--- config.mk ---
export PLATFORM = sky130hd
export DESIGN_NAME = dmem_bus_bridge
export DESIGN_NICKNAME = d
export VERILOG_FILES = /design/src/rtl/dmem_bus_bridge_pkg.sv /design/src/rtl/dmem_bus_bridge_size_enc.sv /design/src/rtl/dmem_bus_bridge.sv
export SDC_FILE = /design/constraint.sdc
export NUM_CORES = 1
export LEC_CHECK = 0
export CORE_MARGIN = 5
export CORE_UTILIZATION = 37
export CTS_CLUSTER_DIAMETER = 30
export CTS_CLUSTER_SIZE = 14
export DETAILED_ROUTE_END_ITERATION = 8
export PLACE_DENSITY = 0.77
export SKIP_CTS_REPAIR_TIMING = 1
export SLEW_MARGIN = 20
export SYNTH_ARGS = -nofsm -noshare
export SYNTH_HDL_FRONTEND = slang
export SYNTH_SLANG_ARGS = --single-unit
--- constraint.sdc ---
create_clock -name clk -period 1.9 [get_ports clk]
set_input_delay 0.38 -clock clk [delete_from_list [all_inputs] [get_ports clk]]
set_output_delay 0.38 -clock clk [all_outputs]
set_load 0.005 [all_outputs]
--- src/rtl/dmem_bus_bridge_pkg.sv ---
// Shared types for the M-stage data bridge: FSM states and bus size codes.
// The size codes are also used by the instruction-side bridge.
package dmem_bus_bridge_pkg;

  typedef enum logic [2:0] {
    S_IDLE,
    S_REQ,
    S_WAIT,
    S_DONE,
    S_DRAIN
  } state_t;

  localparam logic [1:0] SIZE_BYTE = 2'd0;
  localparam logic [1:0] SIZE_HALF = 2'd1;
  localparam logic [1:0] SIZE_WORD = 2'd2;

endpackage

--- src/rtl/dmem_bus_bridge_size_enc.sv ---
// Byte-enable mask to bus transfer size. Illegal masks fall back to word;
// misalignment is trapped upstream, so that case never reaches the bus.
module mem_size_enc
  import dmem_bus_bridge_pkg::*;
(
  input  logic [3:0] mask,
  output logic [1:0] size
);

  always_comb begin
    size = SIZE_WORD;
    case (mask)
      4'b0011, 4'b1100:                   size = SIZE_HALF;
      4'b0001, 4'b0010, 4'b0100, 4'b1000: size = SIZE_BYTE;
      default:                            size = SIZE_WORD;
    endcase
  end

endmodule

--- src/rtl/dmem_bus_bridge.sv ---
// M-stage load/store to split-handshake bus bridge. One bus transaction per
// access; a flushed access is drained so the bus protocol is never broken.
module dmem_bus_bridge
  import dmem_bus_bridge_pkg::*;
#(
  parameter int ADDR_W = 32,
  parameter int DATA_W = 32
) (
  input  logic              clk,
  input  logic              rst,
  input  logic [3:0]        read_en,
  input  logic [3:0]        write_en,
  input  logic [ADDR_W-1:0] addr,
  input  logic [DATA_W-1:0] wdata,
  input  logic              flush_except,
  input  logic              pipe_stall,
  output logic              mem_stall,
  output logic [DATA_W-1:0] rdata,
  output logic              bus_req,
  output logic              bus_wr,
  output logic [1:0]        bus_size,
  output logic [ADDR_W-1:0] bus_addr,
  output logic [DATA_W-1:0] bus_wdata,
  output logic [3:0]        bus_wstrb,
  input  logic              bus_addr_ok,
  input  logic              bus_data_ok,
  input  logic [DATA_W-1:0] bus_rdata
);

  state_t     state, state_nxt;
  logic       flushed;
  logic       access;
  logic       latch;
  logic       capture;
  logic       kill;
  logic [3:0] mask;
  logic [1:0] size;

  assign access = (|read_en) | (|write_en);
  assign mask   = (|write_en) ? write_en : read_en;
  // A flush in the same cycle as the handshake counts as already seen.
  assign kill   = flushed | flush_except;

  mem_size_enc u_size_enc (
    .mask (mask),
    .size (size)
  );

  always_comb begin
    state_nxt = state;
    latch     = 1'b0;
    capture   = 1'b0;
    case (state)
      S_IDLE:
        if (access && !flush_except) begin
          state_nxt = S_REQ;
          latch     = 1'b1;
        end
      S_REQ:
        if (bus_addr_ok) begin
          if (bus_data_ok) begin
            if (kill) state_nxt = S_IDLE;
            else begin
              state_nxt = S_DONE;
              capture   = 1'b1;
            end
          end else begin
            state_nxt = kill ? S_DRAIN : S_WAIT;
          end
        end
      S_WAIT:
        if (bus_data_ok) begin
          if (flush_except) state_nxt = S_IDLE;
          else begin
            state_nxt = S_DONE;
            capture   = 1'b1;
          end
        end else if (flush_except) begin
          state_nxt = S_DRAIN;
        end
      S_DONE:
        if (!pipe_stall || flush_except) state_nxt = S_IDLE;
      S_DRAIN:
        if (bus_data_ok) state_nxt = S_IDLE;
      default:
        state_nxt = S_IDLE;
    endcase
  end

  // A new access parked behind a drain must stall; a bare drain must not.
  assign mem_stall = ((state == S_IDLE) & access & ~flush_except)
                   | (state == S_REQ)
                   | (state == S_WAIT)
                   | ((state == S_DRAIN) & access);

  always_ff @(posedge clk or negedge rst) begin
    if (!rst) begin
      state     <= S_IDLE;
      flushed   <= 1'b0;
      bus_req   <= 1'b0;
      bus_wr    <= 1'b0;
      bus_size  <= SIZE_BYTE;
      bus_addr  <= '0;
      bus_wdata <= '0;
      bus_wstrb <= '0;
      rdata     <= '0;
    end else begin
      state   <= state_nxt;
      bus_req <= (state_nxt == S_REQ);
      if (state_nxt == S_IDLE)
        flushed <= 1'b0;
      else if (state == S_REQ && flush_except)
        flushed <= 1'b1;
      if (latch) begin
        bus_wr    <= |write_en;
        bus_size  <= size;
        bus_addr  <= addr;
        bus_wdata <= wdata;
        bus_wstrb <= write_en;
      end
      if (capture) rdata <= bus_rdata;
    end
  end

endmodule
# Word level (Yosys, flattened, before mapping)
# Cells that the tools add are included.
# totals
word_cells,64
regBits,108
input_bits,110
# classes
n_bitwise,9
n_reduce_logical,12
mux,23
eq_ne,11
# op_table
op,count
3-bit two-way mux,8
3-bit case mux with 5 select lines,1
4-bit OR reduction,3
1-bit two-way mux,9
4-bit by 2-bit == test with 1-bit output (second input constant),2
4-bit == test (second input constant),2
3-bit by 1-bit == test with 1-bit output (second input constant),2
3-bit by 2-bit == test with 1-bit output (second input constant),2
3-bit logical NOT,2
1-bit OR,5
4-bit by 1-bit == test with 1-bit output (second input constant),1
4-bit by 3-bit == test with 1-bit output (second input constant),1
2-bit two-way mux,2
4-bit two-way mux,1
2-bit case mux with 2 select lines,1
1-bit bitwise AND,3
3-bit == test (second input constant),1
1-bit logical AND,2
1-bit logical NOT,2
1-bit case mux with 2 select lines,1
2-bit nonzero test,1
2-bit OR reduction,1
1-bit logical OR,1
1-bit inverter,1

# Longest topological paths before layout
# logic_depth
ltp_word,7
depth_mapped,6
depth_no_buf,4

# Modules after synthesis
# Synthesis repeated with hierarchy kept, for this count alone.
# unflattened
cells_unflattened,260
area_unflattened_um2,4519.3
# modules_own_cells
mod,cells_per_inst,area_each_um2,n_inst
dmem_bus_bridge,255,4484.3,1
mem_size_enc,5,35.0,1

# Worst setup path before layout
# OpenSTA, ideal clock, no wires.
# synth_timing
path_type,reg-to-reg
from,reg state[2]
to,reg bus_addr[0]
t_arrival_ps,1688
path_slack_ps,87
path_buffers,2
setup_ps,125
required_time_ps,1775
synth_period_minus_slack_ps,1813
stages_incl_launch_ff,6
cell_sequence,dfrtp_1 > or4_4 > a21oi_4 > buf_6 > buf_12 > mux2_4
# synth_between
elab_chain_cells,2
# synth_lines
element,line_no,text
"start, declared",dmem_bus_bridge.sv:30,"state_t state, state_nxt;"
"start signal, assigned",dmem_bus_bridge.sv:108,state <= state_nxt;
3-bit logical NOT,dmem_bus_bridge.sv:53,case (state)
1-bit two-way mux,dmem_bus_bridge.sv:53,
"end signal, assigned",dmem_bus_bridge.sv:117,bus_addr <= addr;
"end, declared",dmem_bus_bridge.sv:22,"output logic [ADDR_W-1:0] bus_addr,"
# No other way between the ends.
# A chain may end at the register's enable or synchronous reset.

# Worst setup path after layout
# layout_timing
from,in flush_except
to,reg bus_addr[25]
# layout_between
elab_chain_cells,4
# layout_lines
element,line_no,text
"start, declared",dmem_bus_bridge.sv:15,"input logic flush_except,"
1-bit logical NOT,dmem_bus_bridge.sv:55,if (access && !flush_except) begin
1-bit logical AND,dmem_bus_bridge.sv:55,
1-bit two-way mux,dmem_bus_bridge.sv:55,
1-bit two-way mux,dmem_bus_bridge.sv:53,
# No other way between the ends.

==> flow_summary.json <==
{
  "total_gr_overflow": 0,
  "yosysSeqAreaShare_pct": 60.9,
  "routed_via_density": 4.69,
  "cellLeakagePower_uw": 0.00323,
  "finalWeightedCongestion": 0.772,
  "number_of_distinct_library_cells_after_synthesis": 35,
  "critPathArrivalTime_ns": 2.12,
  "synthesis.instances": 269,
  "critical_path.cell_chain": "clkdlybuf4s50_1, or4_4, a21oi_4, buf_4, clkbuf_16, mux2_2",
  "number_of_enable_flip_flop_cells_after_synthesis": 0,
  "worst_reg2reg_setup_slack_ns": 0.009,
  "internal_power_uw": 8400,
  "setup_tns_ns": 0,
  "std_cell_rows": 40,
  "antenna_left": 0,
  "final.setup_skew_ns": 0.00682,
  "postLayoutCoreUtil_pct": 61.5,
  "route.vias.total": 3113,
  "buffer_ports.inserted": 214,
  "multi_input_comb_area_um2": 1600,
  "slowest_stage_cell_crit_path": "or4_4",
  "syn_nets": 379,
  "initial_utilization_pct": 37.3,
  "combinationalPowerShare_pct": 47.2,
  "min_path_type": "primary input to asynchronous set/reset pin",
  "ctsRootBufferMaster": "clkbuf_16",
  "dp_cells": 639,
  "place_area_um2": 6830,
  "dieArea_um2": 14300,
  "height_of_the_die_um": 120,
  "cts_max_path_buffers": 2,
  "postSynthRegisterBits": 108,
  "drcViolationCount": 0,
  "areaGrowthSynthToFinish_pct": 65.0,
  "dp_hpwl_mm": 8.59,
  "final_design_area_no_fill_um2": 7330,
  "timing.final.max_slew_violations": 0,
  "vdd_drop_max_mv": 1.01,
  "tritoncts_num_sinks": 108,
  "synthesis.yosys.warnings": 0,
  "post_synth_instance_area_um2": 4440,
  "dieWidth_um": 120,
  "timing_hold_violations_final": 0,
  "layout.nets": 622,
  "antenna_found_initial": 0,
  "worst-path-max-fanout": 11,
  "run_status": "completed",
  "critPathMaxStageDelay_ns": 0.46,
  "wire_per_inst_um": 17.9,
  "insertedDiodeCount": 0,
  "floorplan.core_area_um2": 11900,
  "powerDensity_nw_per_um2": 1560,
  "clk_transition_reported_paths_ns": 0.07,
  "fmaxAchievable_ghz": 0.529,
  "setup.worst_path.start_class": "primary input",
  "required_time_reported_for_the_critical_path_endpoint_ns": 2.13,
  "dominantRegCellSynth": "dfrtp_1",
  "clock_tree.htree_level_count": 3,
  "fin_cells": 664,
  "grt_pass1_vias": 3374,
  "rsz0062_at_grt": "yes",
  "tightestPinTransition_ns": 0.582,
  "area_occupied_by_registers_um2": 2700,
  "power.switching_fraction_pct": 26.4,
  "criticalPathCategory": "primary input to flop",
  "period_share_pct": 99.5,
  "maxCapViolations": 0,
  "tritoncts": "done",
  "first_pass_iters": 4,
  "grt_first_pass_wirelength_mm": 18.0,
  "synth_area_per_cell_um2": 16.5,
  "global_route.usage.total_pct": 15.9,
  "finalSetupViolations": 0,
  "final_layout_size_suffix_gt1_share_pct": 30.0,
  "drt_iter0_drc": 160,
  "timing.max_slew.rel_slack_pct": 61.2,
  "clkLatencyLatePin_ns": 0.34,
  "floorplan.io_pins": 215,
  "p_seq_share_pct": 35.6,
  "filler_cell_count": 910,
  "share_of_async_settable_or_async_resettable_flops_after_synthesis_pct": 100,
  "clkPwrFrac_pct": 17.2,
  "share_of_the_synthesized_area_in_the_top_cell_type_pct": 60.9,
  "end_kind": "flop",
  "netlist.top_cell.by_area": "dfrtp_1",
  "post-route-min-period_ns": 1.89,
  "grt_start_max_net_pins": 109,
  "synth_area_leaders": "dfrtp_1 (61%), mux2_2 (15%), mux2_4 (13%), buf_12 (1.8%), nor4bb_1 (0.68%)",
  "routed_wl_mm": 11.9,
  "cts_buffers": 9,
  "switchingPower_uw": 3020
}
[cells by family after synthesis]
kind of cell	Yosys count	share of synthesized area [%]
XOR/XNOR	1	0.197
AND/OR/NAND/NOR	22	3.47
buffers and inverters	18	3.47
flip-flops	108	60.9
multiplexers	100	28.7
AO/OA/AOI/OAI	20	3.35
[final cells by class]
| cell class | instances | share of cell area [%] |
|---|---|---|
| inverters | 5 | 0.256 |
| well taps | 147 | 2.51 |
| clock inverters | 3 | 0.581 |
| clock buffers | 13 | 3.82 |
| repair buffers | 245 | 34.2 |
| flip-flops and latches | 108 | 36.9 |
| multi-input cells | 143 | 21.8 |
[cell usage in the layout (no fill, tap or decap), types with 2 or more instances in the layout]
master           count
o221ai_1             2
clkbuf_16           12
clkbuf_8             4
nand2_1              3
nor2_1               5
buf_6                2
o22ai_1              3
dlymetal6s2s_1       9
buf_4               23
buf_12               4
a31oi_1              2
clkdlybuf4s50_1    204
mux2_4              39
mux2_2              61
nor4bb_1             3
a21oi_1              5
dfrtp_1            108
nor4_4               2
inv_1                5
[sequential cells by signal, indices dropped and copies added, names as in the netlist]
signal     cells
bus_addr      32
bus_req        1
bus_size       2
bus_wdata     32
bus_wr         1
bus_wstrb      4
flushed        1
rdata         32
state          3
[synthesized netlist by cell type, types with 2 or more instances]
master,instances
buf_12,4
nor4bb_1,3
a31oi_1,2
nand2_1,3
o221ai_1,2
nor2_1,6
dfrtp_1,108
inv_1,5
buf_2,5
buf_4,2
o22ai_1,3
mux2_4,39
a21oi_1,5
mux2_2,61
[worst paths after layout]
path | startpoint | end | depth (start not counted)
worst max-delay path | flush_except | bus_addr[25] | 6
worst min register to register | rdata[7] | rdata[7] | 1
worst min-delay path | rst | bus_wdata[1] | 2
worst max register to register | state[0] | bus_addr[25] | 5
min in group clk | write_en[3] | bus_wstrb[3] | 3
max in group asynchronous | rst | bus_wdata[28] | 2
[worst max-delay path, delay by kind of cell]
kind / cells / cell delay, ns
muxes: 1 / 0.33
and+or+nand+nor: 1 / 0.46
buffers and inverters: 3 / 0.79
AOI/OAI and AO/OA: 1 / 0.16
[power by group through the flow]
stage	clock (uW)	combinational, uW	sequential, uW
2_1_floorplan	0	2160	4150
3_3_place_gp	0	5120	4060
3_5_place_dp	0	5210	4110
4_1_cts	2050	5240	4080
5_1_grt	2140	5730	4230
6_report	1960	5390	4070
[routing by layer]
layer | vias to the layer above | global-route usage (%) | part of all wire (%)
li1 | 1444 | - | -
met1 | 1531 | 18.4 | 40
met2 | 127 | 27.8 | 52
met3 | 11 | 6.13 | 7.4
met4 | 0 | 4.08 | 1.3
met5 | - | 0 | 0
[metrics by stage]
stage	hold WS [ns]	worst slack (ns)	power (uW)
5_1_grt	0.160	-0.0200	12100
2_1_floorplan	0.0844	0.0873	6310
4_1_cts	0.128	-0.434	11400
3_3_place_gp	0.463	-0.360	9180
6_report	0.0784	0.00910	11400
3_5_place_dp	0.492	-0.425	9330
(Power assumes the default switching activity.)
